[src/rtl/store_buffer.sv]
`default_nettype none
// +--------------------------------------------------------------------------+
// | store_buffer: in-order committed-store queue with byte-level load forward |
// | Revision: 1.0                                                            |
// +--------------------------------------------------------------------------+
module store_buffer #(
  parameter int XLEN  = 32,
  parameter int DEPTH = 4
) (
  input  logic                     i_clk,
  input  logic                     i_rst,
  input  logic                     i_enq_valid,
  output logic                     o_enq_ready,
  input  logic [XLEN-1:0]          i_enq_address,
  input  logic [XLEN-1:0]          i_enq_write_data,
  input  logic [3:0]               i_enq_byte_write_enable,
  output logic                     o_mem_valid,
  input  logic                     i_mem_ready,
  output logic [XLEN-1:0]          o_mem_address,
  output logic [XLEN-1:0]          o_mem_write_data,
  output logic [3:0]               o_mem_byte_write_enable,
  input  logic [XLEN-1:0]          i_load_address,
  input  logic [3:0]               i_load_byte_mask,
  output logic                     o_fwd_hit,
  output logic [XLEN-1:0]          o_fwd_data,
  output logic                     o_fwd_conflict,
  output logic                     o_empty,
  output logic [$clog2(DEPTH):0]   o_count
);

  localparam int c_PW = $clog2(DEPTH);
  localparam int c_CW = c_PW + 1;
  localparam int c_AW = XLEN - 2;
  localparam logic [c_CW-1:0] c_FULL = c_CW'(DEPTH);

  logic [c_AW-1:0] r_addr [DEPTH];
  logic [XLEN-1:0] r_data [DEPTH];
  logic [3:0]      r_be   [DEPTH];
  logic [c_PW-1:0] r_head;
  logic [c_PW-1:0] r_tail;
  logic [c_CW-1:0] r_count;

  logic            w_enq_fire;
  logic            w_enq_write;
  logic            w_deq;
  logic [c_PW-1:0] w_idx;
  logic [3:0]      w_covered;
  logic [31:0]     w_merged;
  logic            w_unused_bits;

  assign o_enq_ready = (r_count != c_FULL);
  assign o_mem_valid = (r_count != '0);
  assign o_empty     = (r_count == '0);
  assign o_count     = r_count;

  assign w_enq_fire  = i_enq_valid && o_enq_ready;
  // All-zero strobes (failed SC, etc.) are accepted but never occupy a slot.
  assign w_enq_write = w_enq_fire && (i_enq_byte_write_enable != 4'b0000);
  assign w_deq       = o_mem_valid && i_mem_ready;

  assign o_mem_address           = {r_addr[r_head], 2'b00};
  assign o_mem_write_data        = r_data[r_head];
  assign o_mem_byte_write_enable = r_be[r_head];

  assign w_unused_bits = ^{i_enq_address[1:0], i_load_address[1:0]};

  always_ff @(posedge i_clk) begin
    if (i_rst) begin
      r_head  <= '0;
      r_tail  <= '0;
      r_count <= '0;
    end else begin
      if (w_enq_write) r_tail <= r_tail + c_PW'(1);
      if (w_deq)       r_head <= r_head + c_PW'(1);
      case ({w_enq_write, w_deq})
        2'b10:   r_count <= r_count + c_CW'(1);
        2'b01:   r_count <= r_count - c_CW'(1);
        default: r_count <= r_count;
      endcase
    end
  end

  always_ff @(posedge i_clk) begin
    if (w_enq_write) begin
      r_addr[r_tail] <= i_enq_address[XLEN-1:2];
      r_data[r_tail] <= i_enq_write_data;
      r_be[r_tail]   <= i_enq_byte_write_enable;
    end
  end

  // Walk oldest to youngest so later matches overwrite earlier ones per byte.
  always_comb begin
    w_covered = '0;
    w_merged  = '0;
    w_idx     = '0;
    for (int k = 0; k < DEPTH; k++) begin
      w_idx = r_head + c_PW'(k);
      if ((c_CW'(k) < r_count) && (r_addr[w_idx] == i_load_address[XLEN-1:2])) begin
        for (int b = 0; b < 4; b++) begin
          if (r_be[w_idx][b]) begin
            w_covered[b]       = 1'b1;
            w_merged[8*b +: 8] = r_data[w_idx][8*b +: 8];
          end
        end
      end
    end
  end

  assign o_fwd_hit      = (i_load_byte_mask != 4'b0000) &&
                          ((i_load_byte_mask & ~w_covered) == 4'b0000);
  assign o_fwd_conflict = ((i_load_byte_mask & w_covered) != 4'b0000) && !o_fwd_hit;

  for (genvar b = 0; b < 4; b++) begin : g_lane
    assign o_fwd_data[8*b +: 8] = (w_covered[b] && i_load_byte_mask[b]) ?
                                  w_merged[8*b +: 8] : 8'h00;
  end

  if (XLEN > 32) begin : g_upper
    assign o_fwd_data[XLEN-1:32] = '0;
  end

endmodule
`default_nettype wire
[config.mk]
export PLATFORM = sky130hd
export DESIGN_NAME = store_buffer
export DESIGN_NICKNAME = d
export VERILOG_FILES = /design/src/rtl/store_buffer.sv
export SDC_FILE = /design/constraint.sdc
export NUM_CORES = 1
export LEC_CHECK = 0
export CAP_MARGIN = 5
export CORE_MARGIN = 1
export CORE_UTILIZATION = 55
export CTS_CLUSTER_DIAMETER = 40
export DETAILED_ROUTE_END_ITERATION = 7
export GPL_ROUTABILITY_DRIVEN = 0
export PLACE_DENSITY = 0.79
export REMOVE_ABC_BUFFERS = 1
export SYNTH_ARGS = -nofsm -noshare
export SYNTH_HDL_FRONTEND = slang
export SYNTH_SLANG_ARGS = --single-unit
[constraint.sdc]
create_clock -name i_clk -period 4.7 [get_ports i_clk]
set_clock_uncertainty 0.15 [all_clocks]
set_input_delay 0.94 -clock i_clk [delete_from_list [all_inputs] [get_ports i_clk]]
set_output_delay 0.94 -clock i_clk [all_outputs]
set_load 0.02 [all_outputs]
-- After elaboration in Yosys (flattened, before gate mapping)
Memory sizes are Yosys's and may differ from the RTL's. A register that Yosys moved wholly into a read port is not among the register bits.
Cells that the tools add are included.
- register bits: 7
- latch bits: 0
- RAM bits: 264
- bits in read-only memories: 0
- bits of input ports: 108
- output and inout port bits: 108
- word-level logic and storage cells: 100
- memories: 3
- add/subtract/negate cells: 6
- multiply operators: 0
- div/mod/pow operators: 0
- magnitude comparators: 4
- eq/ne operators: 7
- shift operators: 0
- multiplexer cells: 53
- bitwise logic cells: 3
- reductions and logical operators: 21
- memories (name ; depth ; width ; read ports ; clocked after Yosys merged registers in ; write ports ; line ; text):
    r_data ; 4 ; 32 ; 4 ; 1 ; 1 ; 37 ; logic [XLEN-1:0] r_data [DEPTH];
    r_addr ; 4 ; 30 ; 4 ; 1 ; 1 ; 36 ; logic [c_AW-1:0] r_addr [DEPTH];
    r_be ; 4 ; 4 ; 4 ; 1 ; 1 ; 38 ; logic [3:0] r_be [DEPTH];
- operator list (operator ; count):
    8-bit two-way mux ; 20
    32-bit two-way mux ; 4
    30-bit == test ; 4
    1-bit two-way mux ; 18
    4-bit two-way mux ; 4
    1-bit logical AND ; 13
    2-bit two-way mux ; 6
    4-bit nonzero test ; 3
    4-bit AND ; 2
    1-bit by 3-bit less-than comparator with 1-bit output, first input constant ; 2
    2-bit by 3-bit less-than comparator with 1-bit output, first input constant ; 2
    3-bit one-hot mux with 2 select lines ; 1
    2-bit by 1-bit adder with 2-bit output, second input constant ; 2
    2-bit adder, second input constant ; 2
    4-bit zero test ; 1
    4-bit NOT ; 1
    3-bit by 1-bit adder with 3-bit output, second input constant ; 1
    3-bit zero test ; 1
    3-bit != test, second input constant ; 1
    3-bit nonzero test ; 1
    3-bit by 1-bit subtractor with 3-bit output, second input constant ; 1
    2-bit by 1-bit == test with 1-bit output, second input constant ; 1
    2-bit == test, second input constant ; 1
    2-bit nonzero test ; 1
    1-bit zero test ; 1

-- Longest topological paths before layout
- depth after elaboration: 15
- mapped depth: 16
- gate-level depth less buffers: 11

-- Least setup slack after synthesis
Ideal clock, no wire load.
- kind: input port to output port
- start: input i_load_address[15]
- end: output o_fwd_data[0]
- arrival: 3833 ps
- slack: -223 ps
- stages on the path: 9
- cell sequence: clkbuf_1 -> inv_1 -> a222oi_1 -> o221ai_1 -> nor4_4 -> and3_1 -> buf_2 -> o31ai_1 -> a2111oi_0
- cells in the longest elaborated chain, start to end: 11
- ends and longest elaborated chain (what ; line ; text):
    start: declaration ; 22 ; input logic [XLEN-1:0] i_load_address,
    30-bit == test ; 98 ; if ((c_CW'(k) < r_count) && (r_addr[w_idx] == i_load_address[XLEN-1:2])) begin
    1-bit logical AND ; 98 ;
    4-bit two-way mux ; 98 ;
    1-bit two-way mux ; 100 ; if (r_be[w_idx][b]) begin
    4-bit two-way mux ; 98 ;
    1-bit two-way mux ; 100 ;
    4-bit two-way mux ; 98 ;
    1-bit two-way mux ; 100 ;
    4-bit two-way mux ; 98 ;
    1-bit logical AND ; 114 ; assign o_fwd_data[8*b +: 8] = (w_covered[b] && i_load_byte_mask[b]) ?
    8-bit two-way mux (*) ; 114 ;
    end: declaration ; 25 ; output logic [XLEN-1:0] o_fwd_data,
Mark *: on every way between the ends. The rest lies on a longest branch, timed or not.

-- Worst setup path after layout
- start: register r_head[0]
- end: output o_fwd_data[4]
- cells in the longest elaborated chain, start to end: 11
- ends and longest elaborated chain (what ; line ; text):
    start: declaration ; 39 ; logic [c_PW-1:0] r_head;
    start signal: assignment ; 74 ; if (w_deq) r_head <= r_head + c_PW'(1);
    2-bit by 1-bit adder with 2-bit output ; 97 ; w_idx = r_head + c_PW'(k);
    memory read 4 x 30 bit ; - ;
    30-bit == test ; 98 ;
    1-bit logical AND ; 98 ;
    4-bit two-way mux ; 98 ;
    1-bit two-way mux ; 100 ;
    4-bit two-way mux ; 98 ;
    1-bit two-way mux ; 100 ;
    4-bit two-way mux ; 98 ;
    1-bit logical AND ; 114 ;
    8-bit two-way mux (*) ; 114 ;
Marked as above.

==> results.tsv <==
stage	metric	value	unit
yosys	ys_types	69	
power	leakage	9.04	nW
cts	numCtsBuffers	41	
routing	totalWireLength	66.1	mm
routing	firstDrtPassIters	8	
layout	drive_gt1_frac	0.471	
sta	setup_viol	34	
layout	nets	1923	
setup_path	worst-r2r-setup-slack	1.52	ns
cts	cts_hold_buf	0	
floorplan	num_rows	65	
routing	wire_per_inst	29.5	um
routing	dr.first_iter.drc_count	2175	
cts	clk_pin_slew	0.06	ns
place	dp_slack	-1.25	ns
floorplan	io_pins	216	
yosys	synth_cells	1263	
setup_path	critPathMaxFanout	7	
yosys	synthArstFlopShare	0	
global_route	grt_antenna_before_repair	4	
worst_hold_path	holdCritStartpoint	r_tail[1]$_SDFFE_PP0P_	
sta	fmax	177	MHz
setup_path	crit_required	3.61	ns
yosys	synth_edf_count	264	
cts	cts_tree	built	
sta	max-slew-margin-rel	0.353	
yosys	yosysWarnings	0	
cts	cts_buffer_depth	3	
yosys	synth.top_cell.area_share	0.449	
layout	syn_to_final_growth	46.2	%
yosys	netlist_area	0.0176	sq mm
sta	final_max_slew_viol_count	0	
sta	worstMarginPinSlew	0.970	ns
sta	worst_slack	-0.962	ns
setup_path	worstSetupStartpointType	flop	
outcome	violations	DRC, setup timing	
floorplan	die_h	181	um
place	hpwl	38.2	mm
global_route	grt_use_total	0.341	
setup_path	crit_path_end_kind	output pin	
floorplan	start_util	0.559	
routing	post_drt_via_cell_ratio	7.02	
cts	clock-sinks	273	
yosys	synth_top_cells_by_area	edfxtp_1, mux4_2, mux2i_1, xnor2_1, mux2_2	
yosys	postSynthAreaPerCell	14.0	sq um
floorplan	die_w	181	um
floorplan	dieArea	0.0328	sq mm
routing	vias	15700	
sta	fin_crit	5.66	ns
yosys	yosysSeqAreaShare	0.460	
sta	fin_tns_setup	-25.86	ns
yosys	synth_seq_cells	273	
setup_path	arrival	4.57	ns
global_route	grt-ovfl-total	0	
yosys	synth_top_cells_by_count	edfxtp_1, mux4_2, mux2i_1, nor2_1, xnor2_1	
sta	hold_viol	0	
setup_path	worst-setup-path-type	flop to output pin	
cts	clock_latency	0.54	ns
global_route	first_global_vias	14800	
place	io_buffers	209	
setup_path	reg2regPathDepth	8	
global_route	grt_pass1_wl	84.9	mm
setup_path	rr_startpoint	o_count[0]$_SDFFE_PP0P_	
sta	finalCritPeriodShare	1.20	
floorplan	coreArea	0.0316	sq mm
yosys	yosys.cell_count.top_type	edfxtp_1	
routing	antenna_left	0	
sta	rsz0062_at_grt	yes	
layout	nFillCells	1536	
power	peakVddDrop	0.000405	V
run	drv_cap	0	
power	pwr_density_cell	476	mW/mm^2
yosys	synthFlopType	edfxtp_1	
cts	cts-root-buf	clkbuf_16	
setup_path	reg2reg_to	r_data[3][3]$_DFFE_PP_	
outcome	outcome	complete, but fails checks	
worst_hold_path	holdPathEnd	r_tail[1]$_SDFFE_PP0P_	
worst_hold_path	hold_path_class	flop to flop	
worst_hold_path	hold_path_depth	2	
routing	drc_errors	53	
cts	htreeDepth	2	
global_route	grt_max_degree	52	
yosys	yosysTopAreaCell	edfxtp_1	
-- registers in the layout, summed over array words and instances (netlist names), named ones only --
register,flops
r_data,128
r_addr,120
r_be,16
o_count,3
r_head,2
r_tail,2
-- power breakdown --
part	internal [mW]	switching, mW	leakage, nW
Clock	1.92	1.21	0.666
Combinational	3.08	2.96	5.87
Sequential	2.92	0.178	2.50
-- cell type report --
class / instances / area, sq um / share of cell area
antenna: 4 / 10.0 / 0.000388
clock buffer: 47 / 1050 / 0.0407
inverter: 24 / 90.1 / 0.00349
multi-input combinational: 859 / 10000 / 0.390
sequential: 273 / 8120 / 0.315
clock inverter: 25 / 328 / 0.0127
timing repair buffer: 607 / 5630 / 0.218
tap: 402 / 503 / 0.0195
-- critical path, stage by stage (launching register included) --
cell       delay (ns)
dfxtp_4          0.43
buf_12           0.16
buf_6            0.13
buf_6            0.15
mux2i_2          0.31
xnor2_1          0.16
buf_4            0.17
nor3_2           0.33
a32oi_2          0.30
nor4_4           0.31
buf_4            0.23
and3_4           0.22
buf_8            0.12
nor2b_4          0.04
buf_6            0.13
a221oi_1         0.39
a2111oi_2        0.12
buf_4            0.18
buf_4            0.15
-- layer usage --
metal | vias up | global-route usage | share of wire
li1 | 6223 | - | -
met3 | 422 | 0.0611 | 0.12
met1 | 7633 | 0.443 | 0.34
met4 | 2 | 0.166 | 0.073
met5 | - | 0 | 0.00059
met2 | 1441 | 0.556 | 0.47
-- how the worst max path moves through the flow --
stage / start / to / slack (ns) / cells after the start
2_1_floorplan: r_head[0]$_SDFFE_PP0P_ / o_fwd_data[0] / -7.37 / 8
3_3_place_gp: i_load_address[22] / o_fwd_data[22] / -1.01 / 12
3_5_place_dp: i_load_address[17] / o_fwd_data[6] / -1.25 / 11
4_1_cts: flop / o_fwd_data[7] / -0.45 / 16
5_1_grt: r_head[0]$_SDFFE_PP0P_ / o_fwd_data[3] / -1.0 / 13
6_report: r_head[0]$_SDFFE_PP0P_ / o_fwd_data[4] / -0.96 / 18
-- through the flow --
step | power [mW] | area, sq um | utilization | instances | hold slack (ns)
final | 12.3 | 25800 | 0.817 | 2241 | 0.415
after global routing | 12.6 | 25800 | 0.817 | 2241 | 0.479
after CTS | 11.4 | 24100 | 0.763 | 2168 | 0.421
after detailed placement | 8.14 | 22300 | 0.708 | 2087 | 0.418
after global placement | 8.03 | 22300 | 0.708 | 2087 | 0.387
after floorplan | 6.27 | 17100 | - | 1155 | 0.364
-- cell usage in the layout (no fill, tap or decap), drive strengths merged, types with 10 or more instances in the layout --
| cell type | instances |
|---|---|
| nor3 | 18 |
| nand4 | 12 |
| mux4 | 162 |
| inv | 34 |
| nand2 | 40 |
| nand3 | 11 |
| buf | 428 |
| o21ai | 34 |
| clkbuf | 51 |
| a2111oi | 24 |
| a211oi | 12 |
| edfxtp | 264 |
| a21oi | 37 |
| xnor2 | 84 |
| nor4 | 11 |
| mux2i | 112 |
| o21a | 17 |
| clkdlybuf4s50 | 162 |
| nor2 | 85 |
| and2 | 10 |
| mux2 | 29 |
| xor2 | 26 |
-- cells by family after synthesis --
kind of cell             count (synthesis)  synth area share
other                                    1          0.000213
adder cells (fa/ha/maj)                  9           0.00638
flip-flops                             273             0.460
AND/OR/NAND/NOR                        226            0.0636
multiplexers                           303             0.289
AO/OA/AOI/OAI                          208            0.0897
XOR/XNOR                               110            0.0546
buffers and inverters                  133            0.0370
-- what timing repair did --
item / in CTS / in global routing
gates resized for setup: 239 / 236
cloned: 1 / 4
setup buffers: 8 / 68
pin swaps: 13 / 55
setup endpoints to repair: 34 / 34
Power figures use the tool's default switching activity.
